`config.mk`:
```
export PLATFORM = sky130hd
export DESIGN_NAME = vga_timing_gen_flat
export DESIGN_NICKNAME = d
export VERILOG_FILES = /design/src/rtl/vga_pkg.sv /design/src/rtl/vga_timing_gen_if.sv /design/src/rtl/vga_delay_line.sv /design/src/rtl/vga_timing_gen.sv /design/src/flat_wrapper.sv
export SDC_FILE = /design/constraint.sdc
export NUM_CORES = 1
export LEC_CHECK = 0
export ABC_AREA = 1
export CORE_UTILIZATION = 51
export CTS_BUF_LIST = sky130_fd_sc_hd__clkbuf_8
export DETAILED_ROUTE_END_ITERATION = 8
export PLACE_DENSITY_LB_ADDON = 0.1
export RECOVER_POWER = 100
export SETUP_SLACK_MARGIN = 0.05
export SYNTH_ARGS = -nofsm -noshare
export SYNTH_HDL_FRONTEND = slang
export SYNTH_HIERARCHICAL = 1
export SYNTH_SLANG_ARGS = --single-unit
```
`constraint.sdc`:
```
create_clock -name clk -period 2.5 [get_ports clk]
set_input_delay 0.5 -clock clk [delete_from_list [all_inputs] [get_ports clk]]
set_output_delay 0.5 -clock clk [all_outputs]
set_load 0.1 [all_outputs]
```
`src/rtl/vga_pkg.sv`:
```
// Shared VGA timing constants (640x480@60 defaults) and the line/frame total helper.
package vga_pkg;

   localparam int unsigned H_ACTIVE_DEF = 640;
   localparam int unsigned H_FP_DEF     = 16;
   localparam int unsigned H_SYNC_DEF   = 96;
   localparam int unsigned H_BP_DEF     = 48;
   localparam int unsigned V_ACTIVE_DEF = 480;
   localparam int unsigned V_FP_DEF     = 10;
   localparam int unsigned V_SYNC_DEF   = 2;
   localparam int unsigned V_BP_DEF     = 33;
   localparam int unsigned CNT_W_DEF    = 10;
   localparam int unsigned COLOR_W_DEF  = 8;

   function automatic int unsigned timing_total(input int unsigned active,
                                                input int unsigned fp,
                                                input int unsigned sync,
                                                input int unsigned bp);
      return active + fp + sync + bp;
   endfunction

endpackage

```
`src/rtl/vga_timing_gen_if.sv`:
```
// Raster bus between the timing generator (master) and the renderer/display side (slave).
interface vga_timing_gen_if import vga_pkg::*; #(
   parameter int unsigned CNT_W   = CNT_W_DEF,
   parameter int unsigned COLOR_W = COLOR_W_DEF
) ();

   logic               vga_clk;
   logic [COLOR_W-1:0] pix_red;
   logic [COLOR_W-1:0] pix_green;
   logic [COLOR_W-1:0] pix_blue;
   logic [CNT_W-1:0]   x;
   logic [CNT_W-1:0]   y;
   logic               coord_active;
   logic               hor_sync;
   logic               ver_sync;
   logic               de;
   logic [COLOR_W-1:0] red;
   logic [COLOR_W-1:0] green;
   logic [COLOR_W-1:0] blue;
   logic               line_start;
   logic               frame_start;

   modport master (
      input  vga_clk, pix_red, pix_green, pix_blue,
      output x, y, coord_active, hor_sync, ver_sync, de,
             red, green, blue, line_start, frame_start
   );

   modport slave (
      output vga_clk, pix_red, pix_green, pix_blue,
      input  x, y, coord_active, hor_sync, ver_sync, de,
             red, green, blue, line_start, frame_start
   );

endinterface

```
`src/rtl/vga_delay_line.sv`:
```
// Enable-gated shift register used to re-align coordinate-stage flags with renderer latency.
module vga_delay_line import vga_pkg::*; #(
   parameter int unsigned WIDTH = 1,
   parameter int unsigned DEPTH = 0
) (
   input  logic             clk,
   input  logic             rst,
   input  logic             en,
   input  logic [WIDTH-1:0] rst_val,
   input  logic [WIDTH-1:0] din,
   output logic [WIDTH-1:0] dout
);

   if (DEPTH == 0) begin : g_wire
      logic unused_ok;
      assign unused_ok = ^{clk, rst, en, rst_val};
      assign dout      = din;
   end else begin : g_shift
      logic [WIDTH-1:0] stage_q [DEPTH];
      logic [WIDTH-1:0] stage_d [DEPTH];

      always_comb begin
         stage_d = stage_q;
         if (en) begin
            stage_d[0] = din;
            for (int i = 1; i < int'(DEPTH); i++) begin
               stage_d[i] = stage_q[i-1];
            end
         end
      end

      always_ff @(posedge clk) begin
         if (rst) begin
            for (int i = 0; i < int'(DEPTH); i++) begin
               stage_q[i] <= rst_val;
            end
         end else begin
            stage_q <= stage_d;
         end
      end

      assign dout = stage_q[DEPTH-1];
   end

endmodule

```
`src/rtl/vga_timing_gen.sv`:
```
// Parametrised VGA raster counter, sync decode and renderer-aligned pixel output stage.
module vga_timing_gen import vga_pkg::*; #(
   parameter int unsigned H_ACTIVE   = H_ACTIVE_DEF,
   parameter int unsigned H_FP       = H_FP_DEF,
   parameter int unsigned H_SYNC     = H_SYNC_DEF,
   parameter int unsigned H_BP       = H_BP_DEF,
   parameter int unsigned V_ACTIVE   = V_ACTIVE_DEF,
   parameter int unsigned V_FP       = V_FP_DEF,
   parameter int unsigned V_SYNC     = V_SYNC_DEF,
   parameter int unsigned V_BP       = V_BP_DEF,
   parameter bit          HSYNC_POL  = 1'b0,
   parameter bit          VSYNC_POL  = 1'b0,
   parameter int unsigned CNT_W      = CNT_W_DEF,
   parameter int unsigned COLOR_W    = COLOR_W_DEF,
   parameter int unsigned PIPE_DELAY = 0
) (
   input  logic             clk,
   input  logic             rst,
   vga_timing_gen_if.master bus
);

   localparam int unsigned H_TOTAL = timing_total(H_ACTIVE, H_FP, H_SYNC, H_BP);
   localparam int unsigned V_TOTAL = timing_total(V_ACTIVE, V_FP, V_SYNC, V_BP);

   localparam logic [CNT_W-1:0] H_LAST   = CNT_W'(H_TOTAL - 1);
   localparam logic [CNT_W-1:0] V_LAST   = CNT_W'(V_TOTAL - 1);
   localparam logic [CNT_W-1:0] HA_END   = CNT_W'(H_ACTIVE);
   localparam logic [CNT_W-1:0] VA_END   = CNT_W'(V_ACTIVE);
   localparam logic [CNT_W-1:0] HS_START = CNT_W'(H_ACTIVE + H_FP);
   localparam logic [CNT_W-1:0] HS_END   = CNT_W'(H_ACTIVE + H_FP + H_SYNC);
   localparam logic [CNT_W-1:0] VS_START = CNT_W'(V_ACTIVE + V_FP);
   localparam logic [CNT_W-1:0] VS_END   = CNT_W'(V_ACTIVE + V_FP + V_SYNC);

   if (H_TOTAL > (2 ** CNT_W)) begin : g_bad_h_total
      $error("vga_timing_gen: H_TOTAL does not fit in CNT_W bits");
   end
   if (V_TOTAL > (2 ** CNT_W)) begin : g_bad_v_total
      $error("vga_timing_gen: V_TOTAL does not fit in CNT_W bits");
   end
   if (PIPE_DELAY > 15) begin : g_bad_pipe
      $error("vga_timing_gen: PIPE_DELAY must be 0..15");
   end

   logic                tick;
   logic [CNT_W-1:0]    x_q, x_d;
   logic [CNT_W-1:0]    y_q, y_d;
   logic                line_start_q, line_start_d;
   logic                frame_start_q, frame_start_d;
   logic                coord_active;
   logic                hs_raw;
   logic                vs_raw;
   logic [2:0]          flags_dly;
   logic                de_q, de_d;
   logic                hor_sync_q, hor_sync_d;
   logic                ver_sync_q, ver_sync_d;
   logic [COLOR_W-1:0]  red_q, red_d;
   logic [COLOR_W-1:0]  green_q, green_d;
   logic [COLOR_W-1:0]  blue_q, blue_d;

   assign tick = bus.vga_clk;

   // Strobes default low so they last one clk even if the next edge is stalled.
   always_comb begin
      x_d           = x_q;
      y_d           = y_q;
      line_start_d  = 1'b0;
      frame_start_d = 1'b0;
      if (tick) begin
         if (x_q == H_LAST) begin
            x_d          = '0;
            line_start_d = 1'b1;
            if (y_q == V_LAST) begin
               y_d           = '0;
               frame_start_d = 1'b1;
            end else begin
               y_d = y_q + CNT_W'(1);
            end
         end else begin
            x_d = x_q + CNT_W'(1);
         end
      end
   end

   assign coord_active = (x_q < HA_END) && (y_q < VA_END);
   assign hs_raw       = (x_q >= HS_START) && (x_q < HS_END);
   assign vs_raw       = (y_q >= VS_START) && (y_q < VS_END);

   vga_delay_line #(
      .WIDTH (3),
      .DEPTH (PIPE_DELAY)
   ) u_flag_dly (
      .clk     (clk),
      .rst     (rst),
      .en      (tick),
      .rst_val (3'b000),
      .din     ({coord_active, hs_raw, vs_raw}),
      .dout    (flags_dly)
   );

   always_comb begin
      de_d       = de_q;
      hor_sync_d = hor_sync_q;
      ver_sync_d = ver_sync_q;
      red_d      = red_q;
      green_d    = green_q;
      blue_d     = blue_q;
      if (tick) begin
         de_d       = flags_dly[2];
         hor_sync_d = flags_dly[1] ? HSYNC_POL : ~HSYNC_POL;
         ver_sync_d = flags_dly[0] ? VSYNC_POL : ~VSYNC_POL;
         red_d      = flags_dly[2] ? bus.pix_red   : '0;
         green_d    = flags_dly[2] ? bus.pix_green : '0;
         blue_d     = flags_dly[2] ? bus.pix_blue  : '0;
      end
   end

   always_ff @(posedge clk) begin
      if (rst) begin
         x_q           <= '0;
         y_q           <= '0;
         line_start_q  <= 1'b0;
         frame_start_q <= 1'b0;
         de_q          <= 1'b0;
         hor_sync_q    <= ~HSYNC_POL;
         ver_sync_q    <= ~VSYNC_POL;
         red_q         <= '0;
         green_q       <= '0;
         blue_q        <= '0;
      end else begin
         x_q           <= x_d;
         y_q           <= y_d;
         line_start_q  <= line_start_d;
         frame_start_q <= frame_start_d;
         de_q          <= de_d;
         hor_sync_q    <= hor_sync_d;
         ver_sync_q    <= ver_sync_d;
         red_q         <= red_d;
         green_q       <= green_d;
         blue_q        <= blue_d;
      end
   end

   assign bus.x            = x_q;
   assign bus.y            = y_q;
   assign bus.coord_active = coord_active;
   assign bus.hor_sync     = hor_sync_q;
   assign bus.ver_sync     = ver_sync_q;
   assign bus.de           = de_q;
   assign bus.red          = red_q;
   assign bus.green        = green_q;
   assign bus.blue         = blue_q;
   assign bus.line_start   = line_start_q;
   assign bus.frame_start  = frame_start_q;

endmodule

```
`src/flat_wrapper.sv`:
```
// flat-port wrapper written by rule: the top's interface ports become plain ports
module vga_timing_gen_flat import vga_pkg::*;
#(
   parameter int unsigned H_ACTIVE   = H_ACTIVE_DEF,
   parameter int unsigned H_FP       = H_FP_DEF,
   parameter int unsigned H_SYNC     = H_SYNC_DEF,
   parameter int unsigned H_BP       = H_BP_DEF,
   parameter int unsigned V_ACTIVE   = V_ACTIVE_DEF,
   parameter int unsigned V_FP       = V_FP_DEF,
   parameter int unsigned V_SYNC     = V_SYNC_DEF,
   parameter int unsigned V_BP       = V_BP_DEF,
   parameter bit          HSYNC_POL  = 1'b0,
   parameter bit          VSYNC_POL  = 1'b0,
   parameter int unsigned CNT_W      = CNT_W_DEF,
   parameter int unsigned COLOR_W    = COLOR_W_DEF,
   parameter int unsigned PIPE_DELAY = 0
)
  (clk, rst, bus_vga_clk, bus_pix_red, bus_pix_green, bus_pix_blue, bus_x, bus_y, bus_coord_active, bus_hor_sync, bus_ver_sync, bus_de, bus_red, bus_green, bus_blue, bus_line_start, bus_frame_start);
  vga_timing_gen_if #(.CNT_W(CNT_W), .COLOR_W(COLOR_W)) bus_i ();
  input  logic clk;
  input  logic rst;
  input wire logic [$bits(bus_i.vga_clk)-1:0] bus_vga_clk;
  input wire logic [$bits(bus_i.pix_red)-1:0] bus_pix_red;
  input wire logic [$bits(bus_i.pix_green)-1:0] bus_pix_green;
  input wire logic [$bits(bus_i.pix_blue)-1:0] bus_pix_blue;
  output wire logic [$bits(bus_i.x)-1:0] bus_x;
  output wire logic [$bits(bus_i.y)-1:0] bus_y;
  output wire logic [$bits(bus_i.coord_active)-1:0] bus_coord_active;
  output wire logic [$bits(bus_i.hor_sync)-1:0] bus_hor_sync;
  output wire logic [$bits(bus_i.ver_sync)-1:0] bus_ver_sync;
  output wire logic [$bits(bus_i.de)-1:0] bus_de;
  output wire logic [$bits(bus_i.red)-1:0] bus_red;
  output wire logic [$bits(bus_i.green)-1:0] bus_green;
  output wire logic [$bits(bus_i.blue)-1:0] bus_blue;
  output wire logic [$bits(bus_i.line_start)-1:0] bus_line_start;
  output wire logic [$bits(bus_i.frame_start)-1:0] bus_frame_start;
  assign bus_i.vga_clk = bus_vga_clk;
  assign bus_i.pix_red = bus_pix_red;
  assign bus_i.pix_green = bus_pix_green;
  assign bus_i.pix_blue = bus_pix_blue;
  assign bus_x = bus_i.x;
  assign bus_y = bus_i.y;
  assign bus_coord_active = bus_i.coord_active;
  assign bus_hor_sync = bus_i.hor_sync;
  assign bus_ver_sync = bus_i.ver_sync;
  assign bus_de = bus_i.de;
  assign bus_red = bus_i.red;
  assign bus_green = bus_i.green;
  assign bus_blue = bus_i.blue;
  assign bus_line_start = bus_i.line_start;
  assign bus_frame_start = bus_i.frame_start;
  vga_timing_gen #(.H_ACTIVE(H_ACTIVE), .H_FP(H_FP), .H_SYNC(H_SYNC), .H_BP(H_BP), .V_ACTIVE(V_ACTIVE), .V_FP(V_FP), .V_SYNC(V_SYNC), .V_BP(V_BP), .HSYNC_POL(HSYNC_POL), .VSYNC_POL(VSYNC_POL), .CNT_W(CNT_W), .COLOR_W(COLOR_W), .PIPE_DELAY(PIPE_DELAY)) u_core (.clk(clk), .rst(rst), .bus(bus_i));
endmodule
```
==> qor.yml <==
status: "finished, final reports clean"
num_vias: 2266
hold_class: "reg2reg"
clk_pin_slew_worst_paths_ns: 0.09
fp.coreArea_sq_um: 4140
die_h_um: 68.9
worstPathMaxFanout: 10
timing_hold_violations_final: 0
r2r_setup_slack_ns: 0.49
setup_viol: 0
start_util_pct: 55.1
required_ns: 2.70
relSlewSlack_pct: 19.8
pwr-share-clk_pct: 32.6
max_freq_mhz: 463
viasPerCell: 5.19
slew_viol_final: 0
start_kind: "primary input"
max_cap_violations: 0
crit_slowest_cell: "dlygate4sd3_1"
fin_area_sq_um: 2870
path_cells: "dlygate4sd3_1, nand4_1, inv_1, nand2_4, nand2_1, inv_1, nand2_1, nor2_1"
yosysWarningCount: 6
wl_um: 5530
drcViolationCount: 0
cts_buffers: 5
place.gp.congestion: 0.864
firstDrtPassIters: 5
synthToLayoutAreaGrowth_pct: 25.5
grt_usage_pct: 23.2
ant_nets: 0
min_period_ns: 2.16
fin_util_pct: 69.2
cts.repair.resized: 0
tightest_slew_ns: 1.21
ios: 77
hpwl_um: 3920
tns_ns: 0
holdBufCountCts: 0
n_antenna_cell: 0
die_area_sq_um: 4750
syn-num-nets: 346
p_total_mw: 1.72
dpl_cell_area_sq_um: 2980
synthCells: 315
cts_root_buffer: "clkbuf_8"
dieWidth_um: 68.9
p_int_mw: 1.17
p_leak_nw: 1.21
cpLargestDelayFamily: "buffers and inverters"
rsz0062_at_grt: "false"
fin_nets: 417
p_seq_share_pct: 47.8
antenna_found_initial: 0
crit_arrival_ns: 2.37
grt_pass1_vias: 1822
finalNonFillerCells: 437
max_stage_delay_ns: 0.70
htreeDepth: 2
path_buf_inv: 3
fp-row-count: 23
grt_max_degree: 29
grt_pass1_wl_um: 8170
fin_worst_skew_ns: 0.00462
drt-wirelength-per-cell_um: 12.6
pwr-share-comb_pct: 19.7
synth_area_per_cell_sq_um: 7.25
portBuffers: 76
swShare_pct: 31.8
first_iter_violations: 206
synthesis.area_sq_um: 2280
p_per_area_nw_per_um2: 599
min_period_over_period_pct: 86.4
drive_gt1_share_pct: 9.04
gr-total-overflow: 0
dp_cells: 429
worstSkewPairLatency_ns: 0.30
clockBufferDepth: 2
cts.sinks: 49
p_sw_mw: 0.546
end_kind: "flip-flop"
max-vdd-ir-drop_uv: 378
cts_setup_buffers: 0
worstSetupPathType: "in2reg"
cts_tree: "built"
## final timing paths
check	start	endpoint	depth (start not counted)
worst max-delay path	bus_vga_clk	u_core/bus.x[8]	8
worst min-delay path	u_core/bus.red[6]	u_core/bus.red[6]	2
worst max register to register	u_core/bus.y[7]	u_core/bus.green[7]	8
worst min register to register	u_core/bus.red[6]	u_core/bus.red[6]	2
## metrics by stage
stage | hold slack [ns] | setup slack, ns
2_1_floorplan | 0.638 | -0.0851
3_3_place_gp | 0.453 | 0.527
3_5_place_dp | 0.457 | 0.492
4_1_cts | 0.471 | 0.476
5_1_grt | 0.488 | 0.207
6_report | 0.468 | 0.339
## sequential cells by signal, summed over array words and instances, names as in the netlist
register and cells:
u_core/bus.hor_sync 1, u_core/bus.green 8, u_core/bus.ver_sync 1, u_core/bus.frame_start 1, u_core/bus.red 8, u_core/bus.blue 8, u_core/bus.de 1, u_core/bus.line_start 1
u_core/bus.x 10, u_core/bus.y 10
## power by group through the flow
stage / registers, mW / clock network, mW / logic (mW)
2_1_floorplan: 1.03 / 0 / 0.0668
3_3_place_gp: 0.837 / 0 / 0.362
3_5_place_dp: 0.838 / 0 / 0.365
4_1_cts: 0.820 / 0.567 / 0.366
5_1_grt: 0.823 / 0.603 / 0.354
6_report: 0.820 / 0.559 / 0.338
## layout make-up
class	instances	area, sq um
inverter	31	118
clock inverter	3	42.5
tap	50	62.6
multi-input combinational	219	1090
sequential	49	997
clock buffer	5	68.8
timing repair buffer	80	490
fill	405	1280
## cell usage in the layout, fill, tap and decap left out, drive strengths merged, types with 3 or more instances in the layout
cell and count:
nor2 38, clkdlybuf4s50 25, ha 4, dfxtp 49, buf 3, nor3 6
clkbuf 56, o21ai 5, a21oi 32, xor2 3, nand2 81, nand3 38
nand4 5, inv 31
## per-layer routing
layer / track usage, % / vias to the layer above / wire length [um]
met3: 4.44 / 11 / 301
li1: - / 1150 / -
met2: 37.6 / 65 / 2630
met4: 10.2 / 0 / 104
met5: 0 / - / 0
met1: 29.8 / 1040 / 2490
## worst register-to-register path: stages, from the launching register on
cell and delay, ns:
dfxtp_1 0.37, nand2_1 0.08, inv_1 0.05, nand3_1 0.12, inv_1 0.09, nor4_4 0.36, clkbuf_2 0.50, nand3_1 0.19
a21oi_1 0.18
Power figures use the tool's default switching activity.
